### src/rtl/cook_pkg.sv
// Shared types and constants for the microwave cook-cycle sequencer.
package cook_pkg;

   typedef enum logic [2:0] {
      IDLE  = 3'd0,
      SET   = 3'd1,
      COOK  = 3'd2,
      PAUSE = 3'd3,
      DONE  = 3'd4
   } cook_state_t;

   typedef logic [3:0] bcd_digit_t;

   localparam int MAX_LEVEL     = 10;
   localparam int SLOTS_PER_SEC = 10;

   // Out-of-range power levels run at full power.
   function automatic logic [3:0] clamp_level(input logic [3:0] lv);
      return (lv == 4'd0 || lv > 4'(MAX_LEVEL)) ? 4'(MAX_LEVEL) : lv;
   endfunction

endpackage

### src/rtl/bcd_mmss_dec.sv
// Combinational one-second decrement of a BCD mm:ss value, with zero flag on the result.
module bcd_mmss_dec
   import cook_pkg::*;
(
   input  logic [15:0] time_in,
   output logic [15:0] time_out,
   output logic        zero
);

   bcd_digit_t m10, m1, s10, s1;

   // Seconds tens reload 5 on borrow; s10 itself is never range-checked.
   always_comb begin
      {m10, m1, s10, s1} = time_in;
      if (s1 != 4'd0) s1 = s1 - 4'd1;
      else begin
         s1 = 4'd9;
         if (s10 != 4'd0) s10 = s10 - 4'd1;
         else begin
            s10 = 4'd5;
            if (m1 != 4'd0) m1 = m1 - 4'd1;
            else begin
               m1  = 4'd9;
               m10 = m10 - 4'd1;
            end
         end
      end
      time_out = {m10, m1, s10, s1};
   end

   assign zero = (time_out == 16'h0000);

endmodule

### src/rtl/cook_sequencer.sv
// Microwave cook sequencer: keypad mm:ss entry, countdown, pause/resume, timer_done pulse.
// Optional duty-cycled magnetron power levels under `COOK_POWER_LEVEL_EN.
module cook_sequencer
   import cook_pkg::*;
#(
   parameter int TICKS_PER_SEC = 100
)(
   input  logic        clk,
   input  logic        rst,
   input  logic        startn,
   input  logic        stopn,
   input  logic        clrn,
   input  logic        door_closed,
   input  logic        key_valid,
   input  logic [3:0]  key_digit,
   input  logic [3:0]  power_level,
   output logic        mag_on,
   output logic [15:0] time_bcd,
   output logic        timer_done,
   output logic        cooking,
   output logic        paused
);

   localparam int PW = $clog2(TICKS_PER_SEC);

   cook_state_t   state, state_nxt;
   logic [15:0]   time_nxt, dec_time;
   logic [PW-1:0] presc, presc_nxt;
   logic          start_prev, stop_prev, start_ev, stop_ev;
   logic          dec_zero, wrap, done_nxt, mag_nxt;

   assign start_ev = start_prev & ~startn;
   assign stop_ev  = stop_prev  & ~stopn;
   assign wrap     = (presc == PW'(TICKS_PER_SEC - 1));

   bcd_mmss_dec u_dec (
      .time_in  (time_bcd),
      .time_out (dec_time),
      .zero     (dec_zero)
   );

   always_ff @(posedge clk or posedge rst) begin
      if (rst) begin
         state      <= IDLE;
         time_bcd   <= '0;
         presc      <= '0;
         start_prev <= 1'b1;
         stop_prev  <= 1'b1;
         mag_on     <= 1'b0;
         timer_done <= 1'b0;
      end else begin
         state      <= state_nxt;
         time_bcd   <= time_nxt;
         presc      <= presc_nxt;
         start_prev <= startn;
         stop_prev  <= stopn;
         mag_on     <= mag_nxt;
         timer_done <= done_nxt;
      end
   end

   always_comb begin
      state_nxt = state;
      time_nxt  = time_bcd;
      presc_nxt = presc;
      done_nxt  = 1'b0;
      if (!clrn) begin
         state_nxt = IDLE;
         time_nxt  = '0;
      end else begin
         case (state)
            IDLE: begin
               if (key_valid && key_digit <= 4'd9) begin
                  state_nxt = SET;
                  time_nxt  = {time_bcd[11:0], key_digit};
               end
            end
            SET: begin
               if (start_ev && door_closed && time_bcd != '0) begin
                  state_nxt = COOK;
                  presc_nxt = '0;
               end else if (key_valid && key_digit <= 4'd9) begin
                  time_nxt = {time_bcd[11:0], key_digit};
               end
            end
            COOK: begin
               // A wrap always lands the decrement, even when pausing the same cycle.
               if (wrap) begin
                  presc_nxt = '0;
                  time_nxt  = dec_time;
               end else if (door_closed && !stop_ev) begin
                  presc_nxt = presc + PW'(1);
               end
               if (wrap && dec_zero) begin
                  state_nxt = DONE;
                  done_nxt  = 1'b1;
               end else if (!door_closed || stop_ev) begin
                  state_nxt = PAUSE;
               end
            end
            PAUSE: begin
               if (start_ev && door_closed) state_nxt = COOK;
            end
            DONE: begin
               time_nxt = '0;
               if (key_valid || !door_closed) state_nxt = IDLE;
            end
            default: begin
               state_nxt = IDLE;
               time_nxt  = '0;
            end
         endcase
      end
   end

   always_comb begin
      cooking = (state == COOK);
      paused  = (state == PAUSE);
   end

`ifdef COOK_POWER_LEVEL_EN
   localparam int SLOT_TICKS = TICKS_PER_SEC / SLOTS_PER_SEC;

   logic [3:0] level_q, level_nxt;

   assign level_nxt = (state_nxt == COOK && state != COOK) ? clamp_level(power_level) : level_q;
   // mag_on is registered, so gate on the slot the prescaler will be in next cycle.
   assign mag_nxt   = (state_nxt == COOK) &&
                      ((int'(presc_nxt) / SLOT_TICKS) < int'(level_nxt));

   always_ff @(posedge clk or posedge rst) begin
      if (rst) level_q <= 4'(MAX_LEVEL);
      else     level_q <= level_nxt;
   end
`else
   logic unused_power;
   assign unused_power = ^power_level;
   assign mag_nxt      = (state_nxt == COOK);
`endif

endmodule

### config.mk
export PLATFORM = sky130hd
export DESIGN_NAME = cook_sequencer
export DESIGN_NICKNAME = d
export VERILOG_FILES = /design/src/rtl/cook_pkg.sv /design/src/rtl/bcd_mmss_dec.sv /design/src/rtl/cook_sequencer.sv
export SDC_FILE = /design/constraint.sdc
export NUM_CORES = 1
export LEC_CHECK = 0
export ABC_AREA = 1
export CAP_MARGIN = 20
export CORE_UTILIZATION = 45
export DETAILED_ROUTE_END_ITERATION = 8
export PLACE_DENSITY = 0.7
export SETUP_SLACK_MARGIN = 0.05
export SLEW_MARGIN = 20
export SYNTH_ARGS = -nofsm -noshare
export SYNTH_HDL_FRONTEND = slang
export SYNTH_SLANG_ARGS = --single-unit
### constraint.sdc
create_clock -name clk -period 2.3 [get_ports clk]
set_input_delay 0.46 -clock clk [delete_from_list [all_inputs] [get_ports clk]]
set_output_delay 0.46 -clock clk [all_outputs]
set_load 0.02 [all_outputs]
==> results of run 1 <==
-- layout make-up --
type | instances | area share (%)
sequential | 30 | 30.9
inverter | 42 | 6.47
multi-input combinational | 190 | 42.3
tap | 50 | 2.57
clock inverter | 1 | 0.206
timing repair buffer | 35 | 14.0
clock buffer | 7 | 3.55
-- stage by stage --
stage                     util, %  instance area [um2]  hold WS (ns)
after floorplan                 -                 1980         0.445
after global placement       56.7                 2330         0.460
after detailed placement     56.7                 2330         0.472
after CTS                    59.0                 2430         0.481
after global routing         59.2                 2430         0.493
final                        59.2                 2430         0.473
-- how the worst max path moves through the flow --
stage                               to  cells after the start        start  slack [ns]
after floorplan           time_bcd[14]                     11  time_bcd[0]        0.47
after global placement        presc[0]                      9     state[0]        0.21
after detailed placement   time_bcd[6]                     10  door_closed        0.19
after CTS                      cooking                      2     state[0]        0.07
after global routing            mag_on                     14  time_bcd[2]        0.09
final                           paused                      3     state[0]        0.25
-- per-layer routing --
metal	vias to the layer above	share of wire (%)	track usage (%)
met1	884	45	29.4
met3	11	6.1	6.00
met2	57	47	36.4
met4	0	1.8	11.7
li1	949	-	-
met5	-	0	0
-- worst min-delay path, cell delays in order --
cell and delay, ns:
clkdlybuf4s50_1 0.39, inv_1 0.07, buf_4 0.20
-- synthesized netlist by cell type, drive strengths merged --
cell type,instances,area share (%)
a21boi,1,0.38
a21o,1,0.38
a21oi,12,3.0
a22oi,4,1.5
a32o,1,0.51
buf,4,1.8
clkbuf,2,0.38
clkinv,1,0.19
dfrtp,28,35
dfstp,2,2.7
ha,3,1.9
inv,41,7.8
nand2,60,13
nand3,28,9.0
nand3b,1,0.38
nor2,34,7.0
nor3,3,0.76
nor3b,1,0.38
o211ai,1,0.38
o21ai,27,8.2
o22ai,10,3.2
o41ai,1,0.44
xor2,2,0.89
-- power by group --
group          leakage (nW)  switching [mW]  internal, mW  total [mW]
clock                0.0482           0.215         0.241       0.457
combinational         0.674           0.345         0.188       0.533
sequential            0.406          0.0386         0.563       0.602
-- flip-flops by register name, indices dropped and copies added (netlist names) --
name / flops
state: 3
time_bcd: 16
start_prev: 1
timer_done: 1
stop_prev: 1
mag_on: 1
presc: 7
-- logic make-up after synthesis --
logic type	after synthesis	share of synthesized area [%]
xor+xnor	2	0.886
compound gates	58	18.0
buf+inv	48	10.2
flops	30	38.1
simple gates	127	31.0
fa+ha+maj	3	1.90
-- what timing repair did --
item / in CTS / in global routing
gates resized for setup: 1 / 2
hold endpoints to repair: 0 / 0
endpoints found under the setup margin: 1 / 2
hold buffers: 0 / 0
==> impl_metrics.ini, run 1 <==
[run_status]
outcome = finished, final reports clean

[cts]
clockBufferDepth = 2
cts_buffers = 5
postCtsSetupRepairBufs = 0
cts_tree = done
htree_levels = 2
clkTransAtPathRegs_ns = 0.07
clockRootBuffer = clkbuf_8
clock_latency_ns = 0.29
cts.sinks = 30

[detailed_routing]
ant_nets = 0
drt_pass1_iterations = 5
routed_wirelength_mm = 4.85
vias = 1901
initialDrtViolationCount = 148
vias_per_cell = 5.35
wl_per_cell_um = 13.7
route.detailed.drc = 0

[sta]
finalSetupViolCount = 0
hold_violations = 0
max_freq_ghz = 0.488
fin_crit_ns = 2.05
clock_skew_ns = 0.00736
rsz0062_at_grt = no
worstMarginPinSlew_ns = 0.444
period_share_pct = 89.2
drv_slew = 0
fin_ws_ns = 0.249
fin_tns_setup_ns = 0
slew_headroom_pct = 70.4

[layout]
layout_common_cells = 53 x nand2_1, 41 x inv_1, 31 x nor2_1
nNetsFinal = 322
drive_gt1_share_pct = 11.8
nFillCells = 369
seq_area_um2 = 753
multiInputGateArea_mm2 = 0.00103
fin_cells = 355
areaGrowthSynthToFinish_pct = 23.2
diodes = 0
layout_commonest_cell = nand2_1

[worst_setup_path]
arrival_ns = 1.59
crit_buf_inv = 1
slowest_stage = clkdlybuf4s50_1
r2r-start = time_bcd[2]
crit_path_start_kind = flip-flop
worst_path_largest_cell_delay_ns = 0.61
cp-end-kind = output pin
path_max_fanout = 5
reg2reg_depth = 11
cp_top_family = buffers and inverters
required_ns = 1.84
path_cells = nand2_1, nor2_1, clkdlybuf4s50_1
critical_path_class = flip-flop to output pin
regToRegSetupSlack_ns = 0.30
r2r-end = time_bcd[6]

[place]
hpwlAfterDp_mm = 3.44
place_ws_ns = 0.193
place.gp.congestion = 0.851
dpl.cell_count = 347
numPortBuffers = 30

[global_route]
grt_max_degree = 29
grt_pass1_vias = 1750
antenna_found_initial = 0
grt_overflow = 0
grt_usage_pct = 23.3
grt_pass1_wl_mm = 7.85

[floorplanning]
fp-row-count = 23
fp.dieW_um = 68.3
die_h_um = 68.3
die-area_mm2 = 0.00466
pin_count = 35
core_area_mm2 = 0.00412
initial_utilization_pct = 48.0

[yosys]
syn_nets = 286
ys_warn_count = 0
postSynthCellCount = 268
ys_seq_area_share_pct = 38.1
synth_cell_types = 35
syn_area_per_cell_um2 = 7.38
syn_area_mm2 = 0.00198
ys_ff_latch = 30

[job]
cap_violations = 0

[power_and_ir_drop]
power_mw = 1.59
power_density_mw_per_mm2 = 654
peakVddDrop_v = 0.000384
leakage_nw = 1.13

[worst_hold_path]
hold_path.class = input pin to asynchronous set/reset pin
No activity file was read; power rests on OpenSTA's default activity.
==> inputs of run 2 (changes only) <==
--- a/config.mk
+++ b/config.mk
@@ -6,7 +6,6 @@
 export NUM_CORES = 1
 export LEC_CHECK = 0
 export ABC_AREA = 1
-export CAP_MARGIN = 20
 export CORE_UTILIZATION = 45
 export DETAILED_ROUTE_END_ITERATION = 8
 export PLACE_DENSITY = 0.7
==> results of run 2 <==
No change in the layout: final DEF, timing and power equal those of run 1.
==> inputs of run 3 (changes only) <==
--- a/config.mk
+++ b/config.mk
@@ -8,7 +8,7 @@
 export ABC_AREA = 1
 export CORE_UTILIZATION = 45
 export DETAILED_ROUTE_END_ITERATION = 8
-export PLACE_DENSITY = 0.7
+export PLACE_DENSITY = 0.68
 export SETUP_SLACK_MARGIN = 0.05
 export SLEW_MARGIN = 20
 export SYNTH_ARGS = -nofsm -noshare
==> impl_metrics.ini, run 3 (synthesized netlist as in run 1, its figures left out) <==
[worst_setup_path]
arrival_ns = 1.60
path_max_fanout = 5
critical_path_class = flip-flop to output pin
required_ns = 1.84
cp-end-kind = output pin
reg2reg_depth = 11
crit_path_start_kind = flip-flop

[cts]
clockBufferDepth = 2
clockRootBuffer = clkbuf_8
cts_buffers = 5
clkTransAtPathRegs_ns = 0.07
htree_levels = 2
cts.sinks = 30
cts_tree = done
clock_latency_ns = 0.29
cts_hold_repair.buffers = 0

[sta]
fin_ws_ns = 0.239
slew_headroom_pct = 73.8
clock_skew_ns = 0.00476
hold_violations = 0
fin_crit_ns = 2.06
fin_tns_setup_ns = 0
period_share_pct = 89.6
rsz0062_at_grt = no
drv_slew = 0
worstMarginPinSlew_ns = 0.393
max_freq_ghz = 0.485
finalSetupViolCount = 0

[detailed_routing]
ant_nets = 0
vias = 1889
drt_pass1_iterations = 4
initialDrtViolationCount = 115
wl_per_cell_um = 13.1
vias_per_cell = 5.31
route.detailed.drc = 0
routed_wirelength_mm = 4.66

[floorplanning]
pin_count = 35
die-area_mm2 = 0.00466
initial_utilization_pct = 48.0
core_area_mm2 = 0.00412
fp-row-count = 23
fp.dieW_um = 68.3
die_h_um = 68.3

[global_route]
antenna_found_initial = 0
grt_overflow = 0
grt_pass1_vias = 1682
grtUsageMet3_pct = 4.00
grt_max_degree = 31
grt_usage_pct = 22.4
grt_busiest_layer = met2
gr-usage-met2_pct = 35.0
grt_pass1_wl_mm = 7.60
use_met1_pct = 29.9

[layout]
layout_common_cells = 53 x nand2_1, 41 x inv_1, 32 x nor2_1
nFillCells = 391
diodes = 0
largest_reg_flops = 16
layout_commonest_cell = nand2_1
areaGrowthSynthToFinish_pct = 23.4
final_core_util_pct = 59.3
reg_top3 = time_bcd x16, presc x7, state x3
drive_gt1_share_pct = 11.8
nNetsFinal = 323
largest_register = time_bcd

[place]
hpwlAfterDp_mm = 3.37
numPortBuffers = 30
place.gp.congestion = 0.929
place_ws_ns = 0.194

[power_and_ir_drop]
peakVddDrop_v = 0.000451
leakage_nw = 1.13
power_density_mw_per_mm2 = 649

[job]
cap_violations = 0

[worst_hold_path]
hold_depth = 1
hold_path.class = flip-flop to flip-flop

[run_status]
outcome = finished, final reports clean
run 3: metrics by stage:
| step | area, um2 | power [mW] | hold WS [ns] | instances |
|---|---|---|---|---|
| 2_1_floorplan | 1980 | 0.993 | 0.445 | 268 |
| 3_3_place_gp | 2340 | 1.13 | 0.460 | 348 |
| 3_5_place_dp | 2340 | 1.14 | 0.472 | 348 |
| 4_1_cts | 2440 | 1.59 | 0.481 | 356 |
| 5_1_grt | 2440 | 1.67 | 0.492 | 356 |
| 6_report | 2440 | 1.58 | 0.488 | 356 |
run 3: timing repair:
item                                    in CTS  in global routing
cloned                                       0                  0
setup buffers                                0                  0
gates resized for setup                      1                  1
endpoints found under the setup margin       1                  1
run 3: worst max-delay path, stage by stage, from the launching register on:
cell,delay (ns)
dfrtp_1,0.47
nand2_1,0.11
nor2_1,0.12
clkdlybuf4s50_1,0.61
run 3: final timing paths:
| check | from | endpoint | slack, ns |
|---|---|---|---|
| max reg2reg | time_bcd[2] | mag_on | 0.29 |
| min reg2reg | presc[6] | presc[6] | 0.49 |
| min | presc[6] | presc[6] | 0.49 |
| max | state[0] | paused | 0.24 |
| max in group asynchronous | rst | stop_prev | 1.43 |
| min in group asynchronous | rst | presc[2] | 0.55 |
run 3: layout make-up:
cell class / instances / area (um2) / area share [%]
Sequential cell: 30 / 753 / 30.9
Clock inverter: 1 / 5.00 / 0.205
Timing Repair Buffer: 36 / 348 / 14.3
Multi-Input combinational cell: 190 / 1030 / 42.1
Inverter: 42 / 158 / 6.46
Clock buffer: 7 / 86.3 / 3.54
Tap cell: 50 / 62.6 / 2.56
run 3: per-layer routing:
| metal | share of wire (%) | vias to the layer above |
|---|---|---|
| li1 | - | 950 |
| met1 | 47 | 875 |
| met2 | 45 | 55 |
| met3 | 5.1 | 9 |
| met4 | 2.1 | 0 |
| met5 | 0 | - |
run 3: power breakdown:
group / internal, mW / switching, mW
clock network: 0.241 / 0.210
registers: 0.563 / 0.0362
logic: 0.190 / 0.342
